## src/rtl/spi_cmd_master_if.sv

```systemverilog
// Host-side request/response bundle for the SPI command master.
// The host drives requests; the master returns handshake, response and status.
interface spi_cmd_master_if;
  logic       req_valid;
  logic       req_ready;
  logic       req_write;
  logic       req_hi;
  logic [5:0] req_addr;
  logic [7:0] req_wdata;
  logic       rsp_valid;
  logic [7:0] rsp_rdata;
  logic       busy;

  modport master (
    output req_valid, req_write, req_hi, req_addr, req_wdata,
    input  req_ready, rsp_valid, rsp_rdata, busy
  );

  modport slave (
    input  req_valid, req_write, req_hi, req_addr, req_wdata,
    output req_ready, rsp_valid, rsp_rdata, busy
  );
endinterface

```

## src/rtl/spi_cmd_master.sv

```systemverilog
// SPI mode-0 initiator: one request becomes a two-byte frame (instruction, data),
// returning the MISO byte seen during the data phase.
module spi_cmd_master #(
  parameter int CLK_DIV  = 4,
  parameter int CS_SETUP = 2
) (
  input  logic             clk,
  input  logic             rst_n,
  spi_cmd_master_if.slave  host,
  output logic             sclk,
  output logic             mosi,
  input  logic             miso,
  output logic             cs_n
);

  localparam int CNT_MAX = (CLK_DIV > CS_SETUP) ? CLK_DIV : CS_SETUP;
  localparam int CW      = $clog2(CNT_MAX + 1);
  localparam logic [CW-1:0] DIV_LOAD   = CW'(CLK_DIV - 1);
  localparam logic [CW-1:0] SETUP_LOAD = CW'(CS_SETUP - 1);

  typedef enum logic [2:0] {
    IDLE  = 3'd0,
    SETUP = 3'd1,
    SHIFT = 3'd2,
    HOLD  = 3'd3,
    GAP   = 3'd4
  } state_t;

  state_t        state, state_nxt;
  logic [CW-1:0] cnt, cnt_nxt;
  logic [3:0]    bit_cnt, bit_nxt;
  logic          sclk_nxt, mosi_nxt, cs_n_nxt;
  logic          rsp_pulse, rsp_pulse_nxt;
  logic [7:0]    rsp_byte, rsp_byte_nxt;
  // Bit 15 of the frame goes straight to mosi at accept, so only 15 bits are kept.
  logic [14:0]   tx_sr, tx_nxt;
  logic [7:0]    rx_sr, rx_nxt;

  assign host.req_ready = (state == IDLE);
  assign host.busy      = (state != IDLE);
  assign host.rsp_valid = rsp_pulse;
  assign host.rsp_rdata = rsp_byte;

  always_comb begin
    state_nxt     = state;
    cnt_nxt       = cnt;
    bit_nxt       = bit_cnt;
    sclk_nxt      = sclk;
    mosi_nxt      = mosi;
    cs_n_nxt      = cs_n;
    rsp_pulse_nxt = 1'b0;
    rsp_byte_nxt  = rsp_byte;
    tx_nxt        = tx_sr;
    rx_nxt        = rx_sr;
    unique case (state)
      IDLE: begin
        if (host.req_valid) begin
          tx_nxt    = {host.req_hi, host.req_addr,
                       (host.req_write ? host.req_wdata : 8'h00)};
          mosi_nxt  = host.req_write;
          cs_n_nxt  = 1'b0;
          cnt_nxt   = SETUP_LOAD;
          state_nxt = SETUP;
        end
      end
      SETUP: begin
        if (cnt == '0) begin
          cnt_nxt   = DIV_LOAD;
          bit_nxt   = 4'd0;
          state_nxt = SHIFT;
        end else begin
          cnt_nxt = cnt - 1'b1;
        end
      end
      SHIFT: begin
        if (cnt != '0) begin
          cnt_nxt = cnt - 1'b1;
        end else begin
          cnt_nxt = DIV_LOAD;
          if (!sclk) begin
            sclk_nxt = 1'b1;
            rx_nxt   = {rx_sr[6:0], miso};
          end else begin
            sclk_nxt = 1'b0;
            if (bit_cnt == 4'd15) begin
              cnt_nxt   = SETUP_LOAD;
              state_nxt = HOLD;
            end else begin
              bit_nxt  = bit_cnt + 4'd1;
              mosi_nxt = tx_sr[14];
              tx_nxt   = {tx_sr[13:0], 1'b0};
            end
          end
        end
      end
      HOLD: begin
        if (cnt == '0) begin
          cs_n_nxt      = 1'b1;
          mosi_nxt      = 1'b0;
          rsp_pulse_nxt = 1'b1;
          rsp_byte_nxt  = rx_sr;
          cnt_nxt       = SETUP_LOAD;
          state_nxt     = GAP;
        end else begin
          cnt_nxt = cnt - 1'b1;
        end
      end
      GAP: begin
        if (cnt == '0) begin
          state_nxt = IDLE;
        end else begin
          cnt_nxt = cnt - 1'b1;
        end
      end
      default: state_nxt = IDLE;
    endcase
  end

  // Control and pin state: asynchronous reset so the bus is released immediately.
  always_ff @(posedge clk or negedge rst_n) begin
    if (!rst_n) begin
      state     <= IDLE;
      cnt       <= '0;
      bit_cnt   <= 4'd0;
      sclk      <= 1'b0;
      mosi      <= 1'b0;
      cs_n      <= 1'b1;
      rsp_pulse <= 1'b0;
      rsp_byte  <= 8'h00;
    end else begin
      state     <= state_nxt;
      cnt       <= cnt_nxt;
      bit_cnt   <= bit_nxt;
      sclk      <= sclk_nxt;
      mosi      <= mosi_nxt;
      cs_n      <= cs_n_nxt;
      rsp_pulse <= rsp_pulse_nxt;
      rsp_byte  <= rsp_byte_nxt;
    end
  end

  always_ff @(posedge clk) begin
    tx_sr <= tx_nxt;
    rx_sr <= rx_nxt;
  end

endmodule
```

## src/flat_wrapper.sv

```systemverilog
// flat-port wrapper written by rule: the top's interface ports become plain ports
module spi_cmd_master_flat 
#(
  parameter int CLK_DIV  = 4,
  parameter int CS_SETUP = 2
)
  (clk, rst_n, sclk, mosi, miso, cs_n, host_req_valid, host_req_write, host_req_hi, host_req_addr, host_req_wdata, host_req_ready, host_rsp_valid, host_rsp_rdata, host_busy);
  spi_cmd_master_if host_i ();
  input  logic clk;
  input  logic rst_n;
  output logic sclk;
  output logic mosi;
  input  logic miso;
  output logic cs_n;
  input wire logic [$bits(host_i.req_valid)-1:0] host_req_valid;
  input wire logic [$bits(host_i.req_write)-1:0] host_req_write;
  input wire logic [$bits(host_i.req_hi)-1:0] host_req_hi;
  input wire logic [$bits(host_i.req_addr)-1:0] host_req_addr;
  input wire logic [$bits(host_i.req_wdata)-1:0] host_req_wdata;
  output wire logic [$bits(host_i.req_ready)-1:0] host_req_ready;
  output wire logic [$bits(host_i.rsp_valid)-1:0] host_rsp_valid;
  output wire logic [$bits(host_i.rsp_rdata)-1:0] host_rsp_rdata;
  output wire logic [$bits(host_i.busy)-1:0] host_busy;
  assign host_i.req_valid = host_req_valid;
  assign host_i.req_write = host_req_write;
  assign host_i.req_hi = host_req_hi;
  assign host_i.req_addr = host_req_addr;
  assign host_i.req_wdata = host_req_wdata;
  assign host_req_ready = host_i.req_ready;
  assign host_rsp_valid = host_i.rsp_valid;
  assign host_rsp_rdata = host_i.rsp_rdata;
  assign host_busy = host_i.busy;
  spi_cmd_master #(.CLK_DIV(CLK_DIV), .CS_SETUP(CS_SETUP)) u_core (.clk(clk), .rst_n(rst_n), .host(host_i), .sclk(sclk), .mosi(mosi), .miso(miso), .cs_n(cs_n));
endmodule
```

## config.mk

```make
export PLATFORM = sky130hd
export DESIGN_NAME = spi_cmd_master_flat
export DESIGN_NICKNAME = d
export VERILOG_FILES = /design/src/rtl/spi_cmd_master_if.sv /design/src/rtl/spi_cmd_master.sv /design/src/flat_wrapper.sv
export SDC_FILE = /design/constraint.sdc
export NUM_CORES = 1
export LEC_CHECK = 0
export BUFFER_PORTS_ARGS = -buffer_cell sky130_fd_sc_hd__buf_2
export CORE_ASPECT_RATIO = 0.75
export CORE_MARGIN = 2
export CORE_UTILIZATION = 35
export CTS_BUF_LIST = sky130_fd_sc_hd__clkbuf_4
export CTS_CLUSTER_SIZE = 8
export DETAILED_ROUTE_END_ITERATION = 10
export SLEW_MARGIN = 20
export SYNTH_ARGS = -nofsm -noshare
export SYNTH_HDL_FRONTEND = slang
export SYNTH_SLANG_ARGS = --single-unit
export TNS_END_PERCENT = 20
```

## constraint.sdc

```tcl
create_clock -name clk -period 3 [get_ports clk]
set_clock_uncertainty 0.05 [all_clocks]
set_input_delay 0 -clock clk [delete_from_list [all_inputs] [get_ports clk]]
set_output_delay 0 -clock clk [all_outputs]
set_load 0.005 [all_outputs]
```

# Word-level counts from Yosys, hierarchy flattened
# Cells that the tools add are included.
[op_classes]
addsub = 2
eq_ne = 14
muxes = 38
bitwise_logic = 2
reduce_logical = 18
[op_table]
columns = ["cell", "n"]
rows = [
  ["2-to-1 mux 15 bit", 4],
  ["2-to-1 mux 3 bit", 12],
  ["one-hot mux 15 bit (2 select lines)", 1],
  ["one-hot mux 3 bit (5 select lines)", 2],
  ["2-to-1 mux 4 bit", 4],
  ["2-to-1 mux 1 bit", 10],
  ["!= test 2 x 1 -> 1 bit, second input constant", 5],
  ["AND reduction 5 bit", 2],
  ["AND reduction 3 bit", 3],
  ["nonzero test 3 bit", 3],
  ["2-to-1 mux 8 bit", 1],
  ["!= test 2 bit, second input constant", 4],
  ["one-hot mux 4 bit (2 select lines)", 1],
  ["AND reduction 7 bit", 1],
  ["equality test 3 x 2 -> 1 bit, second input constant", 2],
  ["logical NOT 3 bit", 2],
  ["AND reduction 6 bit", 1],
  ["nonzero test 2 bit", 3],
  ["nonzero test 5 bit", 1],
  ["adder 4 x 1 -> 4 bit, second input constant", 1],
  ["equality test 4 bit, second input constant", 1],
  ["AND reduction 2 bit", 2],
  ["equality test 3 x 1 -> 1 bit, second input constant", 1],
  ["equality test 3 bit, second input constant", 1],
  ["other kinds (5)", 6],
]
[word_totals]
ff_bits = 45
in_bits = 20
output_inout_bits = 14
wordCells = 84

# Logic depth before layout (Yosys ltp)
# Gate-level depths: netlist of run 1.
[logic_depth]
depth_word = 5
ltp_mapped = 8
depth_no_buf = 6

# Least setup slack after synthesis of run 1
# OpenSTA, ideal clock, no wires.
[synth_timing]
path_kind = "reg-to-reg"
startpoint = "reg u_core.cnt[0]"
endpoint = "reg u_core.tx_sr[0], enable pin"
setup_time_ns = 0.411
arrival_ns = 2.433
required_time_ns = 2.539
slack_ns = 0.106
stages_incl_launch_ff = 7
n_path_buf = 1
synth_period_minus_slack_ns = 2.894
cell_sequence = "dfrtp_1 > inv_1 > ha_1 > nor2b_1 > buf_2 > nand4_1 > a211oi_1"
[synth_via]
elab_chain_len = 3
[synth_lines]
columns = ["item", "line", "text"]
rows = [
  ["from (decl)", "spi_cmd_master.sv:30", "logic [CW-1:0] cnt, cnt_nxt;"],
  ["from (signal assigned)", "spi_cmd_master.sv:132", "cnt <= cnt_nxt;"],
  ["nonzero test 3 bit", "spi_cmd_master.sv:76", "if (cnt != '0) begin"],
  ["!= test 2 bit (no line)", "n/a", ""],
  ["AND reduction 5 bit (no line)", "n/a", ""],
  ["to (signal assigned)", "spi_cmd_master.sv:143", "tx_sr <= tx_nxt;"],
  ["to (decl)", "spi_cmd_master.sv:36", "logic [14:0] tx_sr, tx_nxt;"],
]
# No other way between the ends.
# A chain may end at the register's enable or synchronous reset.

# Worst setup path after layout of run 1
[layout_timing]
startpoint = "reg u_core.cnt[0]"
endpoint = "reg u_core.rx_sr[0], enable pin"
[layout_via]
elab_chain_len = 3
[layout_lines]
columns = ["item", "line", "text"]
rows = [
  ["nonzero test 3 bit", "spi_cmd_master.sv:76", ""],
  ["inverter 1 bit (no line)", "n/a", ""],
  ["AND reduction 3 bit (no line)", "n/a", ""],
  ["to (signal assigned)", "spi_cmd_master.sv:144", "rx_sr <= rx_nxt;"],
  ["to (decl)", "spi_cmd_master.sv:37", "logic [7:0] rx_sr, rx_nxt;"],
]
# No other way between the ends.

==> results of run 1 <==
stage by stage:
stage / setup WS, ns / util, % / cell area (um2) / hold slack [ns] / power (W)
6_report: 0.904 / 45.0 / 2610 / 0.0433 / 0.00222
5_1_grt: 0.693 / 45.0 / 2610 / 0.0502 / 0.00238
3_3_place_gp: 0.990 / 40.1 / 2320 / -0.0480 / 0.00176
4_1_cts: 0.886 / 45.0 / 2610 / 0.0160 / 0.00224
2_1_floorplan: 0.106 / - / 2100 / -0.346 / 0.00154
3_5_place_dp: 0.895 / 40.1 / 2320 / -0.0448 / 0.00176
state kept, by name (all words and copies together) (netlist names):
signal and cells:
u_core.tx_sr 15, u_core.host.rsp_rdata 8, u_core.rx_sr 8, u_core.bit_cnt 4
u_core.cnt 3, u_core.state 3, u_core.cs_n 1, u_core.host.rsp_valid 1
u_core.mosi 1, u_core.sclk 1
worst max-delay path, cell delays in order, from the launching register on:
cell and delay, ns:
dfrtp_1 0.43, inv_1 0.11, ha_1 0.19, nor2b_1 0.14
buf_4 0.20, nand2_1 0.10, nor2_1 0.52
per-layer routing:
metal | global-route usage (%) | vias to the layer above | share of wire [%]
met4 | 4.41 | 0 | 0.97
met1 | 18.4 | 706 | 49
met3 | 3.51 | 5 | 6.5
met5 | 0 | - | 0
met2 | 19.7 | 50 | 43
li1 | - | 745 | -
cell usage in the layout (no fill, tap or decap), drive strengths merged, types with 3 or more instances in the layout:
master,Yosys,final
buf,11,36
nand2,25,25
edfxtp,23,23
dfrtp,21,21
dlygate4sd3,0,18
o21ai,15,15
mux2,15,15
nor2,7,7
inv,6,6
nand3,6,6
nor3,5,5
a31oi,5,5
clkbuf,2,5
nand4,3,3
ha,3,3
cell families (layout without fill, tap and decap cells):
logic type,Yosys count,in the layout,share of synthesized area (%)
xor gates and xnor gates,2,2,0.835
muxes,15,15,8.06
AOI/OAI and AO/OA,35,35,10.9
adders and majority gates,4,4,2.33
DFF,45,45,59.2
and+or+nand+nor,59,59,14.6
buffers and inverters,19,68,4.12
layout make-up:
cell class	instances	area [um2]	share of cell area (%)
inverters	6	22.5	0.864
well taps	78	97.6	3.74
flip-flops and latches	45	1240	47.7
clock inverters	3	65.1	2.50
repair buffers	54	368	14.1
multi-input cells	115	773	29.7
clock buffers	5	37.5	1.44
power by group:
part | switching (W) | internal (W)
logic | 0.000392 | 0.000365
registers | 0.000165 | 0.000844
clock network | 0.000196 | 0.000258
final timing paths:
kind                            startpoint                  endpoint  slack, ns
hold reg to reg            u_core.rx_sr[6]           u_core.rx_sr[7]       0.42
setup / recovery             u_core.cnt[0]           u_core.rx_sr[0]       0.90
min in group asynchronous            rst_n  u_core.host.rsp_rdata[2]       0.08
setup reg to reg             u_core.cnt[0]           u_core.rx_sr[0]       0.90
hold / removal              host_req_write           u_core.tx_sr[0]       0.04
max in group asynchronous            rst_n               u_core.cs_n       2.46
timing repair:
item / CTS / global route
setup endpoints to repair: 0 / 0
hold buffers: 18 / 0
endpoints found under the hold margin: 41 / 0
==> impl_metrics.csv, run 1 <==
group,metric,value,unit
sta,min_period_over_period,69.9,%
detailed_routing,drtPass1Iterations,4,
cells_and_area,n_antenna_cell,0,
placement,place_congestion,0.770,
sta,timing_max_transition_violations_final,0,
sta,rsz0062_at_grt,"false",
clocking,post_cts_buffers,0,
detailed_routing,antenna_left,0,
floorplan,die_w,93.4,um
placement,placedCellCount,280,
clocking,tritoncts,"done",
synth,yosys.area.top_type_share,32.9,%
placement,detailed_place_hpwl,2610,um
setup_path,crit_arrival,2.04,ns
clocking,numClockSinks,45,
sta,achievable-frequency,477,MHz
setup_path,worst-setup-path-type,"reg -> reg",
floorplan,floorplan_die_area,0.00663,mm2
synth,synthTopCellsByCount,"nand2_1 (25), edfxtp_1 (23), dfrtp_1 (21), o21ai_0 (13), buf_2 (9)",
detailed_routing,number_of_vias_in_the_routed_layout,1506,
sta,tightestPinTransition,0.656,ns
clocking,clock_path_buffers,2,
global_routing,wire_length_of_the_first_global_routing_pass,6790,um
setup_path,setup_crit_end_kind,"register",
synth,yosys-top-cells-area,"edfxtp_1 (33%), dfrtp_1 (25%), nand2_1 (4.5%), mux2_2 (4.3%), mux2_1 (3.8%)",
sta,setup_violations,0,
clocking,worst_setup_hold_path_clk_slew,0.14,ns
synth,yosys_register_bits,45,
clocking,root_buffer,"clkbuf_4",
synth,synth.yosys.seq_area_share,59.2,%
sta,final_hold_viol_count,0,
clocking,cts-buffers-inserted,5,
detailed_routing,route.detailed.wl_per_inst,13.1,um
synth,synth_enable_flop_cells,23,
floorplan,ios,34,
sta,final.setup.tns,0,ns
floorplan,floorplan.core_area,0.00580,mm2
floorplan,start_util,36.2,%
flow_run,maximum_capacitance_violations,0,
detailed_routing,post_drt_via_cell_ratio,4.92,
worst_hold_path,timing.hold.worst.class,"in -> reg",
sta,fin_crit,2.10,ns
clocking,cts_repair_resize_count,0,
cells_and_area,fin_cells,306,
synth,postSynthCellCount,179,
synth,leading_cell_type_by_number_of_instances_after_synthesis,"nand2_1",
global_routing,grt_pass1_vias,1457,
synth,mappedNetlistArea,0.00210,mm2
global_routing,grtUsageTotal,13.1,%
synth,synth-warning-count,0,
global_routing,maximum_number_of_pins_on_one_net_before_global_route_repair,26,
cells_and_area,layout_cells_sized_above_1,26.3,%
power_and_ir_drop,p_leak,1.07,nW
clocking,clkLatencyLatePin,0.35,ns
setup_path,timing.critical_path.from_type,"register",
cells_and_area,area_delta_synth_final,24.3,%
run_status,status,"completed",
detailed_routing,drt_iter0_markers,91,
power_and_ir_drop,power_dens_cells,852,mW/mm2
setup_path,worst-path-max-fanout,13,
cells_and_area,n_fill_cell,560,
detailed_routing,route.final.wire_length,4020,um
setup_path,ff2ff_path_depth,6,
setup_path,crit_required,2.94,ns
synth,synth.avg_cell_area,11.7,um2
floorplan,floorplan.rows,24,
synth,asyncSetResetFlopFracSynth,48.9,%
floorplan,die_h,71.0,um
synth,netlist-cell-type-count,42,
global_routing,antenna_violations_before_repair,0,
power_and_ir_drop,max-vdd-ir-drop,0.310,mV
synth,synth_top_cell_by_area,"edfxtp_1",
synth,syn_nets,202,
detailed_routing,remaining_drc_errors,0,
synth,ys_dominant_reg_cell,"edfxtp_1",
cells_and_area,design.final.nets,250,
placement,portBuffers,33,
worst_hold_path,worstHoldPathCells,3,
sta,timing.max_slew.rel_slack,56.1,%
global_routing,grt_overflow,0,
clocking,htree_levels,2,
Note: power is estimated with default switching activity, not from simulation.
==> run 2: changes to the inputs <==
- clock period: 3 -> 2 ns (I/O delays scaled with it)
==> run 2 against run 1 <==
Net effect:
- die area did not move
- setup slack got worse by 0.68 ns
- clock power shrank 9.7%
- critical path type unchanged
- largest cell class unchanged
==> impl_metrics.csv, run 2 (synthesis gave the netlist of run 1 again) <==
group,metric,value,unit
setup_path,timing.critical_path.to,"u_core.tx_sr[8]",
detailed_routing,met1Wirelength,2120,um
cells_and_area,n_fill_cell,536,
setup_path,worst_path_max_delay_cell,"dfrtp_1",
floorplan,start_util,36.2,%
setup_path,r2r_end,"u_core.tx_sr[8]",
setup_path,worst-r2r-setup-slack,0.23,ns
sta,rsz0062_at_grt,"false",
setup_path,worst-setup-path-type,"reg -> reg",
detailed_routing,met2_wirelength,1850,um
clocking,tritoncts,"done",
floorplan,floorplan.core_area,0.00580,mm2
placement,place_congestion,0.859,
cells_and_area,layout_cells_sized_above_1,29.2,%
detailed_routing,route.final.wire_length,4220,um
detailed_routing,post_drt_via_cell_ratio,4.93,
cells_and_area,largest_register_by_flop_count,"u_core.tx_sr",
global_routing,antenna_violations_before_repair,0,
detailed_routing,top_layer_used_by_detailed_routing,"met4",
detailed_routing,antenna_left,0,
placement,portBuffers,33,
placement,detailed_place_hpwl,2830,um
detailed_routing,remaining_drc_errors,0,
cells_and_area,largest_reg_flops,15,
cells_and_area,commonest_non_fill_non_tap_cell_in_the_layout,"buf_2",
setup_path,timing.critical_path.from_type,"register",
global_routing,grtUsageTotal,13.5,%
sta,tightestPinTransition,0.522,ns
detailed_routing,drt_iter0_markers,90,
clocking,cts-buffers-inserted,5,
cells_and_area,area_delta_synth_final,27.3,%
global_routing,maximum_number_of_pins_on_one_net_before_global_route_repair,27,
sta,achievable-frequency,564,MHz
setup_path,cell_class_contributing_the_biggest_share_of_worst_path_delay,"flip-flops",
flow_run,maximum_capacitance_violations,0,
floorplan,die_h,71.0,um
run_status,status,"completed",
setup_path,timing.critical_path.buf_inv,2,
cells_and_area,n_antenna_cell,0,
sta,timing.max_slew.rel_slack,65.2,%
global_routing,wire_length_of_the_first_global_routing_pass,6930,um
sta,fin_worst_hold_slack,0.0406,ns
cells_and_area,fin_cells,314,
sta,setup_violations,0,
detailed_routing,number_of_vias_in_the_routed_layout,1547,
detailed_routing,route.detailed.wl_per_inst,13.4,um
placement,pre_cts_worst_setup_slack,0.261,ns
clocking,clock_path_buffers,2,
setup_path,crit_arrival,1.81,ns
clocking,root_buffer,"clkbuf_4",
detailed_routing,drtPass1Iterations,4,
sta,final_hold_viol_count,0,
sta,final.setup.tns,0,ns
floorplan,floorplan_die_area,0.00663,mm2
clocking,numClockSinks,45,
power_and_ir_drop,p_leak,1.08,nW
detailed_routing,wl_met3,178,um
floorplan,ios,34,
setup_path,cp_cell_sequence,"inv_2 -> ha_4 -> nor2b_4 -> nand4_1 -> a211oi_4 -> buf_12",
sta,timing_max_transition_violations_final,0,
setup_path,rr_startpoint,"u_core.cnt[0]",
power_and_ir_drop,max-vdd-ir-drop,0.455,mV
worst_hold_path,timing.hold.worst.class,"in -> reg",
floorplan,floorplan.rows,24,
setup_path,crit_start,"u_core.cnt[0]",
cells_and_area,final_cell_mix,"buf_2 (33), nand2_1 (25), edfxtp_1 (23), dfrtp_1 (21), dlygate4sd3_1 (19)",
power_and_ir_drop,power_dens_cells,1220,mW/mm2
setup_path,critical-path-max-stage-delay,0.44,ns
clocking,worst_setup_hold_path_clk_slew,0.12,ns
global_routing,grt_overflow,0,
setup_path,crit_required,2.03,ns
setup_path,setup_crit_end_kind,"register",
setup_path,worstSetupPathDepth,6,
clocking,htree_levels,2,
cells_and_area,design.final.nets,258,
setup_path,ff2ff_path_depth,6,
clocking,clkLatencyLatePin,0.36,ns
sta,min_period_over_period,88.7,%
sta,post-route-worst-setup-slack,0.226,ns
floorplan,die_w,93.4,um
setup_path,worst-path-max-fanout,15,
global_routing,grt_pass1_vias,1415,
cells_and_area,fin_util,46.0,%
placement,placedCellCount,287,
clocking,cts_repair_resize_count,0,
sta,fin_crit,1.77,ns
-- run 2: cell count changes in the layout (fill, tap and decap cells not counted), sizes merged --
cell | previous run | this run
buf | 36 | 43
bufinv | 2 | 0
clkinv | 1 | 3
dlygate4sd3 | 18 | 19
-- run 2: per-stage QoR --
stage / area [um2] / power (W)
floorplan: 2140 / 0.00239
global placement: 2430 / 0.00282
detailed placement: 2430 / 0.00284
CTS: 2670 / 0.00328
global route: 2670 / 0.00349
finish: 2670 / 0.00325
-- run 2: metal layers --
layer  global-route usage [%]  vias to the layer above
li1                         -                      761
met1                     20.3                      749
met2                     18.7                       30
met3                     3.41                        7
met4                     5.39                        0
met5                        0                        -
-- run 2: repair_timing --
| item | in CTS | in global routing |
|---|---|---|
| setup buffers | 0 | 0 |
| endpoints found under the hold margin | 40 | 0 |
| hold buffers | 19 | 0 |
-- run 2: tightest hold or removal path: cells and delay by family --
| kind | cells | cell delay, ns |
|---|---|---|
| buf+inv | 1 | 0.16 |
| simple gates | 1 | 0.07 |
| compound gates | 1 | 0.06 |
-- run 2: layout make-up --
| class | instances | area, um2 | area share, % |
|---|---|---|---|
| Clock buffer | 5 | 37.5 | 1.41 |
| Clock inverter | 3 | 12.5 | 0.469 |
| Inverter | 6 | 22.5 | 0.844 |
| Multi-Input combinational cell | 115 | 801 | 30.0 |
| Sequential cell | 45 | 1240 | 46.6 |
| Tap cell | 78 | 97.6 | 3.66 |
| Timing Repair Buffer | 62 | 455 | 17.1 |
-- run 2: worst min path at each step --
stage                               from                    end  slack, ns  cells after the start
after detailed placement           rst_n  u_core.host.rsp_valid      -0.03                      1
after global routing      host_req_write        u_core.tx_sr[1]       0.05                      3
after CTS                 host_req_write        u_core.tx_sr[1]       0.02                      3
final                     host_req_write        u_core.tx_sr[1]       0.04                      3
after global placement             rst_n  u_core.host.rsp_valid      -0.04                      1
after floorplan                    rst_n      u_core.bit_cnt[0]      -0.35                      0
-- run 2: report_power, final --
part	internal, W	leakage, nW	switching (W)
sequential	0.00127	0.484	0.000162
clock	0.000127	0.0300	0.000283
combinational	0.000677	0.571	0.000732
==> run 3: changes to the inputs <==
- MAX_ROUTING_LAYER: unset -> met4
==> run 3 against run 2 <==
Net effect:
- via count down 0.13%
- critical path type unchanged
- sequential cell count unchanged
- critical endpoint unchanged
- register-to-register slack about the same
- worst hold slack better by 0.0069 ns
- clock power down 1%
- utilization unchanged
- non-clock buffer count unchanged
- clock-buffer cell count unchanged
- die area unchanged
- sequential power about the same
==> impl_metrics.csv, run 3 (synthesis gave the netlist of run 1 again) <==
group,metric,value,unit
cells_and_area,largest_reg_flops,15,
power_and_ir_drop,max-vdd-ir-drop,0.450,mV
cells_and_area,area_delta_synth_final,27.3,%
setup_path,worst-r2r-setup-slack,0.22,ns
clocking,numClockSinks,45,
clocking,post_cts_buffers,0,
cells_and_area,final_design_area_no_fill,0.00267,mm2
global_routing,grtUsageTotal,13.9,%
placement,place_congestion,0.872,
sta,tightestPinTransition,0.522,ns
detailed_routing,route.detailed.wl_per_inst,13.4,um
detailed_routing,drt_iter0_markers,81,
run_status,status,"completed",
setup_path,timing.critical_path.to,"u_core.tx_sr[8]",
floorplan,floorplan.rows,24,
sta,timing_max_transition_violations_final,0,
setup_path,crit_required,2.03,ns
sta,achievable-frequency,563,MHz
clocking,cts-buffers-inserted,5,
placement,placed_cell_area,0.00243,mm2
sta,setup_violations,0,
power_and_ir_drop,p_leak,1.08,nW
clocking,htree_levels,2,
clocking,clock_path_buffers,2,
sta,post-route-worst-setup-slack,0.224,ns
cells_and_area,largest_register_by_flop_count,"u_core.tx_sr",
detailed_routing,remaining_drc_errors,0,
setup_path,worst-path-max-fanout,15,
detailed_routing,antenna_left,0,
setup_path,crit_start,"u_core.cnt[1]",
cells_and_area,final_cell_mix,"buf_2 (33), nand2_1 (25), edfxtp_1 (23), dfrtp_1 (21), dlygate4sd3_1 (19)",
worst_hold_path,timing.hold.worst.class,"in -> reg",
cells_and_area,n_antenna_cell,0,
detailed_routing,post_drt_via_cell_ratio,4.92,
clocking,clkLatencyLatePin,0.36,ns
cells_and_area,commonest_non_fill_non_tap_cell_in_the_layout,"buf_2",
setup_path,ff2ff_path_depth,6,
floorplan,start_util,36.2,%
global_routing,maximum_number_of_pins_on_one_net_before_global_route_repair,27,
power_and_ir_drop,power_dens_cells,1220,mW/mm2
floorplan,ios,34,
flow_run,maximum_capacitance_violations,0,
setup_path,rr_startpoint,"u_core.cnt[1]",
setup_path,crit_arrival,1.81,ns
setup_path,setup_crit_end_kind,"register",
sta,final_hold_viol_count,0,
cells_and_area,layout_cells_sized_above_1,29.2,%
clocking,root_buffer,"clkbuf_4",
floorplan,floorplan_die_area,0.00663,mm2
cells_and_area,design.final.nets,258,
clocking,cts_repair_resize_count,0,
setup_path,timing.critical_path.from_type,"register",
global_routing,wire_length_of_the_first_global_routing_pass,6940,um
global_routing,grt_overflow,0,
global_routing,grt_pass1_vias,1411,
floorplan,floorplan.core_area,0.00580,mm2
setup_path,r2r_end,"u_core.tx_sr[8]",
power_and_ir_drop,power,0.00324,W
sta,timing.max_slew.rel_slack,65.2,%
placement,portBuffers,33,
detailed_routing,number_of_vias_in_the_routed_layout,1545,
detailed_routing,route.final.wire_length,4210,um
floorplan,die_w,93.4,um
placement,detailed_place_hpwl,2830,um
sta,fin_crit,1.78,ns
sta,min_period_over_period,88.8,%
floorplan,die_h,71.0,um
sta,final.setup.tns,0,ns
clocking,tritoncts,"done",
setup_path,worst-setup-path-type,"reg -> reg",
placement,pre_cts_worst_setup_slack,0.261,ns
sta,rsz0062_at_grt,"false",
clocking,worst_setup_hold_path_clk_slew,0.12,ns
detailed_routing,drtPass1Iterations,4,
global_routing,antenna_violations_before_repair,0,
[run 3: layer usage]
metal | share of wire (%) | global-route usage, % | vias up
met5 | 0 | - | -
met4 | 1.8 | 5.39 | 0
met3 | 4.8 | 3.41 | 7
met2 | 44 | 18.6 | 34
met1 | 50 | 20.4 | 740
li1 | - | - | 764
[run 3: final cells by class]
| type | count | area (um2) |
|---|---|---|
| Fill cell | 536 | 3130 |
| Sequential cell | 45 | 1240 |
| Multi-Input combinational cell | 115 | 801 |
| Timing Repair Buffer | 62 | 455 |
| Tap cell | 78 | 97.6 |
| Clock buffer | 5 | 37.5 |
| Inverter | 6 | 22.5 |
| Clock inverter | 3 | 12.5 |
[run 3: worst min-delay path by stage]
stage,start,to,slack (ns),cells after the start
detailed placement,rst_n,u_core.host.rsp_valid,-0.03,1
floorplan,rst_n,u_core.bit_cnt[0],-0.35,0
CTS,host_req_write,u_core.tx_sr[1],0.02,3
finish,host_req_write,u_core.tx_sr[3],0.05,3
global route,host_req_write,u_core.tx_sr[1],0.05,3
global placement,rst_n,u_core.host.rsp_valid,-0.04,1
[run 3: stage by stage]
| stage | utilization [%] | instances | hold WS, ns |
|---|---|---|---|
| global route | 46.0 | 314 | 0.0535 |
| global placement | 41.9 | 287 | -0.0405 |
| CTS | 46.0 | 314 | 0.0245 |
| finish | 46.0 | 314 | 0.0476 |
| detailed placement | 41.9 | 287 | -0.0306 |
| floorplan | - | 179 | -0.346 |
[run 3: power breakdown]
part           internal (W)  switching [W]  total, W
sequential          0.00127       0.000163   0.00143
combinational      0.000678       0.000729   0.00141
clock              0.000127       0.000279  0.000406
total               0.00207        0.00117   0.00324
[run 3: critical path: stages (launching register included)]
cell and delay, ns:
dfrtp_1 0.45, inv_2 0.10, ha_4 0.14, nor2b_4 0.14
nand4_1 0.16, a211oi_4 0.28, buf_12 0.19
[run 3: repair_timing]
action	4_1_cts	5_1_grt
setup endpoints to repair	0	0
endpoints found under the hold margin	40	0
hold buffers	19	0
